===== src/rtl/envelope_follower.sv =====
// -----------------------------------------------------------------------------
// envelope_follower
//
// Tracks the amplitude envelope of a signed audio stream. The follower rises
// quickly toward louder samples (attack), holds its peak for a programmable
// number of sample ticks, and then decays toward quieter samples (release).
// A gate flag reports whether the envelope is at or above a threshold.
//
// Pipeline:
//   stage 1 : on sample_tick_i, register the saturated magnitude |data_i|
//   stage 2 : one cycle later, update env_o / gate_o / FSM and pulse
//             env_valid_o (tick-to-valid latency is 2 cycles)
//
// Ports:
//   clk_i          single clock
//   rst_i          asynchronous active-high reset
//   sample_tick_i  one-cycle strobe marking a new data_i sample
//   enable_i       follower enable, sampled at stage 2
//   data_i         signed two's-complement sample (DW bits)
//   attack_i       attack shift 0..15, sampled at stage 2
//   release_i      release shift 0..15, sampled at stage 2
//   hold_len_i     hold time in sample ticks, sampled at stage 2
//   threshold_i    gate threshold (EW bits), sampled at stage 2
//   env_o          registered envelope (EW bits, unsigned)
//   env_valid_o    one-cycle strobe marking an env_o update
//   gate_o         registered flag, env_o >= threshold_i
// -----------------------------------------------------------------------------
module envelope_follower #(
    parameter int DW = 24,
    parameter int EW = DW - 1
) (
    input  logic          clk_i,
    input  logic          rst_i,
    input  logic          sample_tick_i,
    input  logic          enable_i,
    input  logic [DW-1:0] data_i,
    input  logic [3:0]    attack_i,
    input  logic [3:0]    release_i,
    input  logic [7:0]    hold_len_i,
    input  logic [EW-1:0] threshold_i,
    output logic [EW-1:0] env_o,
    output logic          env_valid_o,
    output logic          gate_o
);

    // Magnitude width: |data_i| of a DW-bit signed value fits in DW-1 bits
    // once the most negative value is saturated.
    localparam int MW = DW - 1;
    // Working width wide enough for both the magnitude and the EW+1-bit
    // envelope arithmetic, so the envelope-range clamp below is lossless.
    localparam int XW = (MW > EW + 1) ? MW : EW + 1;

    typedef enum logic [1:0] {
        ATTACK  = 2'd0,
        HOLD    = 2'd1,
        RELEASE = 2'd2
    } state_t;

    // ------------------------------------------------------------------
    // Stage 1: saturated absolute value
    // ------------------------------------------------------------------
    logic [MW-1:0] abs_val;
    logic [MW-1:0] neg_low;
    logic [MW-1:0] mag_q;
    logic          s1_valid_q;

    // Negation only needs the low MW bits. The most negative input has all
    // low bits zero, and its magnitude is clamped to the largest positive value.
    always_comb begin
        neg_low = ~data_i[MW-1:0] + MW'(1);
        if (!data_i[DW-1]) begin
            abs_val = data_i[MW-1:0];
        end else if (data_i[MW-1:0] == '0) begin
            abs_val = '1;
        end else begin
            abs_val = neg_low;
        end
    end

    always_ff @(posedge clk_i or posedge rst_i) begin
        if (rst_i) begin
            mag_q      <= '0;
            s1_valid_q <= 1'b0;
        end else begin
            s1_valid_q <= sample_tick_i;
            if (sample_tick_i) begin
                mag_q <= abs_val;
            end
        end
    end

    // ------------------------------------------------------------------
    // Stage 2: envelope arithmetic
    // ------------------------------------------------------------------
    logic [XW-1:0] mag_wide;
    logic [XW-1:0] env_limit;
    logic [EW:0]   mag_e;
    logic [EW:0]   env_e;
    logic [EW:0]   diff_up;
    logic [EW:0]   diff_dn;
    logic [EW:0]   step_up;
    logic [EW:0]   step_dn;
    logic [EW:0]   sum_up;
    logic [EW:0]   sum_dn;
    logic [EW-1:0] env_up;
    logic [EW-1:0] env_dn;

    // Differences use one extra bit so neither direction can wrap. A step
    // always moves at least one LSB, so the envelope converges exactly
    // instead of stalling once the shifted difference reaches zero.
    always_comb begin
        mag_wide  = XW'(mag_q);
        env_limit = XW'({EW{1'b1}});
        if (mag_wide > env_limit) begin
            mag_e = env_limit[EW:0];
        end else begin
            mag_e = mag_wide[EW:0];
        end
        env_e   = {1'b0, env_o};
        diff_up = mag_e - env_e;
        diff_dn = env_e - mag_e;
        step_up = diff_up >> attack_i;
        step_dn = diff_dn >> release_i;
        if (step_up == '0) begin
            step_up = (EW + 1)'(1);
        end
        if (step_dn == '0) begin
            step_dn = (EW + 1)'(1);
        end
        sum_up = env_e + step_up;
        sum_dn = env_e - step_dn;
        // The step never exceeds the difference, so these clamps only guard
        // against wrap and never change a normal result.
        env_up = sum_up[EW] ? {EW{1'b1}} : sum_up[EW-1:0];
        env_dn = sum_dn[EW] ? '0 : sum_dn[EW-1:0];
    end

    // ------------------------------------------------------------------
    // Stage 2: FSM and output registers
    // ------------------------------------------------------------------
    state_t        state_q;
    state_t        state_n;
    logic [7:0]    hold_cnt_q;
    logic [7:0]    hold_cnt_n;
    logic [EW-1:0] env_n;
    logic          gate_n;
    logic          valid_n;

    always_ff @(posedge clk_i or posedge rst_i) begin
        if (rst_i) begin
            state_q     <= RELEASE;
            hold_cnt_q  <= '0;
            env_o       <= '0;
            gate_o      <= 1'b0;
            env_valid_o <= 1'b0;
        end else begin
            state_q     <= state_n;
            hold_cnt_q  <= hold_cnt_n;
            env_o       <= env_n;
            gate_o      <= gate_n;
            env_valid_o <= valid_n;
        end
    end

    // A louder sample always wins and re-enters ATTACK from any state.
    // Otherwise ATTACK hands over to HOLD, HOLD counts down, and RELEASE
    // decays toward the sample. Without a stage-2 update, every register
    // keeps its value.
    always_comb begin
        state_n    = state_q;
        hold_cnt_n = hold_cnt_q;
        env_n      = env_o;
        gate_n     = gate_o;
        valid_n    = 1'b0;

        if (s1_valid_q) begin
            valid_n = 1'b1;
            if (!enable_i) begin
                state_n    = RELEASE;
                hold_cnt_n = '0;
                env_n      = '0;
                gate_n     = 1'b0;
            end else begin
                if (mag_e > env_e) begin
                    state_n = ATTACK;
                    env_n   = env_up;
                end else begin
                    case (state_q)
                        ATTACK: begin
                            state_n    = HOLD;
                            hold_cnt_n = hold_len_i;
                        end
                        HOLD: begin
                            if (hold_cnt_q == '0) begin
                                state_n = RELEASE;
                            end else begin
                                hold_cnt_n = hold_cnt_q - 8'd1;
                            end
                        end
                        RELEASE: begin
                            if (mag_e < env_e) begin
                                env_n = env_dn;
                            end
                        end
                        default: begin
                            state_n = RELEASE;
                        end
                    endcase
                end
                gate_n = (env_n >= threshold_i);
            end
        end
    end

endmodule


===== config.mk =====
export PLATFORM = sky130hd
export DESIGN_NAME = envelope_follower
export DESIGN_NICKNAME = d
export VERILOG_FILES = /design/src/rtl/envelope_follower.sv
export SDC_FILE = /design/constraint.sdc
export NUM_CORES = 1
export LEC_CHECK = 0
export ABC_CLOCK_PERIOD_IN_PS = 8990
export BUFFER_PORTS_ARGS = -buffer_cell sky130_fd_sc_hd__buf_2
export CAP_MARGIN = 30
export CORE_MARGIN = 1
export CORE_UTILIZATION = 45
export CTS_CLUSTER_DIAMETER = 80
export DETAILED_ROUTE_END_ITERATION = 10
export PLACE_DENSITY = 0.7
export SYNTH_ARGS = -nofsm -noshare
export SYNTH_HDL_FRONTEND = slang
export SYNTH_SLANG_ARGS = --single-unit

===== constraint.sdc =====
create_clock -name clk_i -period 8.99 [get_ports clk_i]
set_input_delay 1.798 -clock clk_i [delete_from_list [all_inputs] [get_ports clk_i]]
set_output_delay 1.798 -clock clk_i [all_outputs]
set_load 0.01 [all_outputs]

Word level (Yosys, flattened, before mapping)
Index checks and enable logic that the tools add are counted.
{"block": "word_totals", "regBits": 59, "word_cells": 55, "input_bits": 67, "output_inout_bits": 25}
{"block": "classes", "addsub": 6, "reduce_logical": 7, "muxes": 22, "bitwise_logic": 1, "magnitude_cmp": 3, "eq_ne": 7, "shifts": 2}
{"op": "two-way mux 23 bit", "n": 10}
{"op": "zero test 24 bit", "n": 2}
{"op": "two-way mux 24 bit", "n": 2}
{"op": "right shift 24 x 4 -> 24 bit", "n": 2}
{"op": "subtractor 23 x 23 -> 24 bit", "n": 2}
{"op": "adder 23 x 24 -> 24 bit", "n": 1}
{"op": "two-way mux 8 bit", "n": 3}
{"op": "subtractor 23 x 24 -> 24 bit", "n": 1}
{"op": "adder 23 x 1 -> 23 bit, second input constant", "n": 1}
{"op": "greater-or-equal comparator 23 bit", "n": 1}
{"op": "greater-than comparator 23 bit", "n": 1}
{"op": "zero test 23 bit", "n": 1}
{"op": "< comparator 23 bit", "n": 1}
{"op": "inverter 23 bit", "n": 1}
{"op": "case mux 8 bit (2 select lines)", "n": 1}
{"op": "zero test 8 bit", "n": 1}
{"op": "subtractor 8 x 1 -> 8 bit, second input constant", "n": 1}
{"op": "two-way mux 2 bit", "n": 3}
{"op": "!= test 3 bit, second input constant", "n": 2}
{"op": "case mux 2 bit (3 select lines)", "n": 1}
{"op": "!= test 4 bit, second input constant", "n": 1}
{"op": "AND reduction 4 bit", "n": 1}
{"op": "!= test 3 x 1 -> 1 bit, second input constant", "n": 1}
{"op": "AND reduction 3 bit", "n": 1}
{"op": "5 further kinds", "n": 6}

Longest topological paths before layout
{"block": "logic_depth", "word_depth": 13, "ltp_mapped": 39, "ltp_nobuf": 38}

Least setup slack after synthesis
OpenSTA, ideal clock, no wires.
{"block": "synth_timing", "path_kind": "in2reg", "startpoint": "input release_i[0]", "endpoint": "register gate_o", "path_slack_ns": 0.892, "t_required_ns": 8.864, "path_stages": 33, "arrival_time_ns": 7.972, "n_path_buf": 2, "cell_sequence": "clkbuf_1 > inv_1 > nor4b_1 > nor3_1 > or3_4 > mux4_2 > nand4b_1 > nor4_1 > a41o_1 > ha_1 > nor2b_1 > o21ai_0 > a21boi_1 > o2111ai_1 > a2111oi_0 > o41ai_1 > a21oi_1 > xor2_1 > buf_2 > nand3_1 > a21oi_1 > ha_1 > nor2b_1 > o21a_1 > o21a_1 > o21a_1 > o21ai_0 > a21boi_0 > o211a_1 > o21ai_0 > a21oi_1 > o21ai_0 > a21oi_1"}
{"block": "synth_via", "elab_chain_len": 12}
{"item": "start: declaration", "line": "38", "source": "input logic [3:0] release_i,"}
{"item": "right shift 24 x 4 -> 24 bit (*)", "line": "123", "source": "step_dn = diff_dn >> release_i;"}
{"item": "zero test 24 bit", "line": "127", "source": "if (step_dn == '0) begin"}
{"item": "two-way mux 24 bit (*)", "line": "127"}
{"item": "subtractor 23 x 24 -> 24 bit (*)", "line": "131", "source": "sum_dn = env_e - step_dn;"}
{"item": "two-way mux 23 bit (*)", "line": "135", "source": "env_dn = sum_dn[EW] ? '0 : sum_dn[EW-1:0];"}
{"item": "two-way mux 23 bit (*)", "line": "201", "source": "if (mag_e < env_e) begin"}
{"item": "two-way mux 23 bit (*)", "line": "188", "source": "case (state_q)"}
{"item": "two-way mux 23 bit (*)", "line": "184", "source": "if (mag_e > env_e) begin"}
{"item": "two-way mux 23 bit (*)", "line": "178", "source": "if (!enable_i) begin"}
{"item": "two-way mux 23 bit (*)", "line": "176", "source": "if (s1_valid_q) begin"}
{"item": "greater-or-equal comparator 23 bit (*)", "line": "210", "source": "gate_n = (env_n >= threshold_i);"}
{"item": "two-way mux 1 bit (*)", "line": "178"}
{"item": "end signal: assignment", "line": "160", "source": "gate_o <= gate_n;"}
{"item": "end: declaration", "line": "43", "source": "output logic gate_o"}
Every way passes the cells marked *; elsewhere a longest branch is shown, timed or not. The select of a mux whose other input is x is not followed.
A chain may end at the register's enable or synchronous reset.

Worst setup path after layout
{"block": "layout_timing", "startpoint": "register env_o[4]", "endpoint": "register gate_o"}
{"block": "layout_via", "elab_chain_len": 13}
{"item": "start: declaration", "line": "41", "source": "output logic [EW-1:0] env_o,"}
{"item": "start signal: assignment", "line": "159", "source": "env_o <= env_n;"}
{"item": "subtractor 23 x 23 -> 24 bit", "line": "121", "source": "diff_dn = env_e - mag_e;"}
{"item": "right shift 24 x 4 -> 24 bit", "line": "123"}
{"item": "zero test 24 bit", "line": "127"}
{"item": "two-way mux 24 bit", "line": "127"}
{"item": "subtractor 23 x 24 -> 24 bit", "line": "131"}
{"item": "two-way mux 23 bit", "line": "135"}
{"item": "two-way mux 23 bit", "line": "201"}
{"item": "two-way mux 23 bit", "line": "188"}
{"item": "two-way mux 23 bit (*)", "line": "184"}
{"item": "two-way mux 23 bit (*)", "line": "178"}
{"item": "two-way mux 23 bit (*)", "line": "176"}
{"item": "greater-or-equal comparator 23 bit (*)", "line": "210"}
{"item": "two-way mux 1 bit (*)", "line": "178"}
Marked as above.

==> impl_results.md <==
- Outcome: complete, no violations
- Initial Utilization: 0.462
- Nets@finish: ~2,000
- Worst Hold Class: flop to flop
- Clk sink count: 59
- Worst hold slack: about 0.52 ns
- Post-synth top flop: dfrtp_1
- Initial antenna violation count: 0
- Port bufs: 91
- Async S/R FF share, synth: 1.00
- H-Tree Depth: 3
- Syn Inst Count: 1,688
- Vias per Instance: 6.74
- Critical Path Start: env_o[4]$_DFFE_PP0P_
- Netlist cell types: slightly below 100
- WL/cell: 25.4 µm
- DRT iter0 DRCs: 2,085
- Most frequent cells after synthesis: nor2_1, a21oi_1, ha_1, inv_1, o21ai_0
- Die height: approximately 170 µm
- Post-synth EDFFs: 0
- Overall routing resource usage: 0.394
- Syn avg cell area: roughly 7.2 µm²
- Number of synthesis warnings: 0
- Ant. Diodes: 0
- Max frequency: between 100 and 150 MHz
- Worst-path clk slew: about 0.050 ns
- Clock period minus final worst setup slack: a little under 9 ns
- Power per Cell Area: 409 mW/mm²
- R2r worst-path depth: 37
- Max incr delay on CP: roughly 0.64 ns
- Arr. time, crit path: around 9.0 ns
- Area Overhead vs Synth: 17.3%
- # setup viols final: 0
- Crit. End Element: flop
- Count leader, synth: nor2_1
- Crit-path slowest cell: a211oi_1
- Setup TNS Final: 0 ns
- Slew margin rel.: 0.280
- Critical Path Start Type: flop
- Least-Margin Pin Slew: roughly 1.1 ns
- Die X: roughly 170 µm
- Die area: between 0.02 and 0.03 mm²
- Cell with the most instances on the worst path: o21ai_0
- Fin util: 0.542
- Core area: 0.0263 mm²
- DP Wirelength: around 46 mm
- Post-synth top area share: 0.123
- Flops & latches, synth: a little under 60
- Congestion Overflow GR: 0
- Filler cell count: 2,584
- Multi-input logic area: around 0.0099 mm²
- Row cnt: 59
- Worst reg2reg setup slack: between 0.15 and 0.2 ns
- First-pass GRT wire length: 82.9 mm
- RR Endpoint: gate_o$_DFFE_PP0P_
- TritonCTS clock tree: built
- CP Data Required Time: just over 9 ns
- Crit path kind: flop to flop
- Via count: 14,900
- Clk buf depth: 2
- Root Driver: clkbuf_16
- Reg-to-reg startpoint: env_o[4]$_DFFE_PP0P_
- Sequential share of the synthesized area: 0.122
- Final ANT Viol Nets: 0
- Final Worst Setup Slack: ~0.17 ns
- Skew final: 0.00938 ns
- Synthesized area: about 0.012 mm²
- Max-slew violations: 0
- Max_cap viols: 0
- Final Power: ~6 mW
- Vias in the first global route: roughly 13,000
- Yosys top cell by area: ha_1
- Max IR drop VDD: about 0.17 mV
- Register area: roughly 0.0015 mm²
- Dpl ws: about 0.33 ns
- Top cells by area, synth: ha_1, dfrtp_1, a21oi_1
- Critical-path maximum fanout: 9
- Ratio of cells with drive above 1 in the final layout: 0.188
- Clock latency at the later pin of the worst-skew pair: 0.33 ns
- CTS Buf Count: 9
- DRT Pass-1 Iters: 6
- Setup crit end: gate_o$_DFFE_PP0P_
- DR DRC count: 0
- Post-Syn Nets: 1,878
- Total wire length: 56.0 mm
- Tcrit/Tclk final: 0.981
- # IOs: slightly above 90
- Leak: around 6.5 nW
- Final hold vios: 0
- Largest net degree at the start of global routing: 60
- Final GP Congestion: between 1 and 1.5
==> state kept, by name, summed over array words and instances (netlist names) <==
signal       flops
state_q          2
hold_cnt_q       8
env_valid_o      1
mag_q           23
s1_valid_q       1
env_o           23
gate_o           1
==> power by group <==
group / internal [mW] / leakage (nW) / total, mW / switching [mW]
Combinational: 1.95 / 5.62 / 5.09 / 3.14
Sequential: 0.333 / 0.726 / 0.409 / 0.0751
Clock: 0.222 / 0.141 / 0.335 / 0.113
==> cell type report <==
class,count,area share
flip-flops and latches,59,0.104
clock buffers,14,0.0178
repair buffers,263,0.123
clock inverters,2,0.00246
multi-input cells,1411,0.692
inverters,121,0.0319
well taps,335,0.0294
==> per-layer routing <==
metal  part of all wire  wire length (µm)  global-route usage  vias to the layer above
met3               0.14              7630               0.124                      200
met1               0.40             22300               0.526                     6989
met2               0.41             23000               0.579                     1010
li1                   -                 -                   -                     6663
met4              0.054              3040               0.180                        0
met5                  0                 0                   0                        -
==> worst max-delay path, delay by kind of cell (launching register included) <==
family          cells  cell delay, ns
xor+xnor            2            0.49
simple gates        4            0.66
flops               1            0.54
compound gates     25            5.76
fa+ha+maj           3            0.78
buf+inv             3            0.47
==> layout by cell type (no fill, tap or decap), drive strengths merged, types with 17 or more instances in the layout <==
master / instances
buf: 263
nand4: 25
nand2: 113
xnor2: 53
a21oi: 159
mux2i: 32
nand3: 56
ha: 119
o21a: 27
inv: 118
o31ai: 18
o211ai: 24
nor2: 169
dfrtp: 58
xor2: 37
a211oi: 32
or3: 17
nor3: 48
o21ai: 123
and3: 18
a21o: 29
==> kinds of logic (layout without fill, tap and decap cells) <==
logic type / Yosys count / in the layout / synth area share
mux: 57 / 57 / 0.0588
flops: 59 / 59 / 0.122
buf+inv: 218 / 400 / 0.0716
xor+xnor: 90 / 90 / 0.0649
compound gates: 599 / 599 / 0.335
fa+ha+maj: 123 / 123 / 0.129
simple gates: 542 / 542 / 0.219
==> per-stage QoR <==
stage / instance area (µm²) / std cells
4_1_cts: 14200 / 2203
3_3_place_gp: 13900 / 2187
5_1_grt: 14200 / 2205
2_1_floorplan: 12100 / 1688
6_report: 14200 / 2205
3_5_place_dp: 13900 / 2187
==> worst min-delay path by stage <==
stage,from,end,slack [ns],depth (start not counted)
CTS,hold_cnt_q[1]$_DFFE_PP0P_,hold_cnt_q[1]$_DFFE_PP0P_,0.53,2
detailed placement,hold_cnt_q[1]$_DFFE_PP0P_,hold_cnt_q[1]$_DFFE_PP0P_,0.52,2
global route,hold_cnt_q[1]$_DFFE_PP0P_,hold_cnt_q[1]$_DFFE_PP0P_,0.56,2
finish,hold_cnt_q[6]$_DFFE_PP0P_,hold_cnt_q[6]$_DFFE_PP0P_,0.52,2
global placement,hold_cnt_q[6]$_DFFE_PP0P_,hold_cnt_q[6]$_DFFE_PP0P_,0.49,2
floorplan,s1_valid_q$_DFF_PP0_,env_valid_o$_DFF_PP0_,0.35,0
==> what timing repair did <==
| item | 4_1_cts | 5_1_grt |
|---|---|---|
| resized for setup | 0 | 18 |
| buffers inserted | 0 | 2 |
| endpoints found under the hold margin | 0 | 0 |
| endpoints found under the setup margin | 0 | 1 |
| hold buffers | 0 | 0 |
Power figures use the tool's default switching activity.
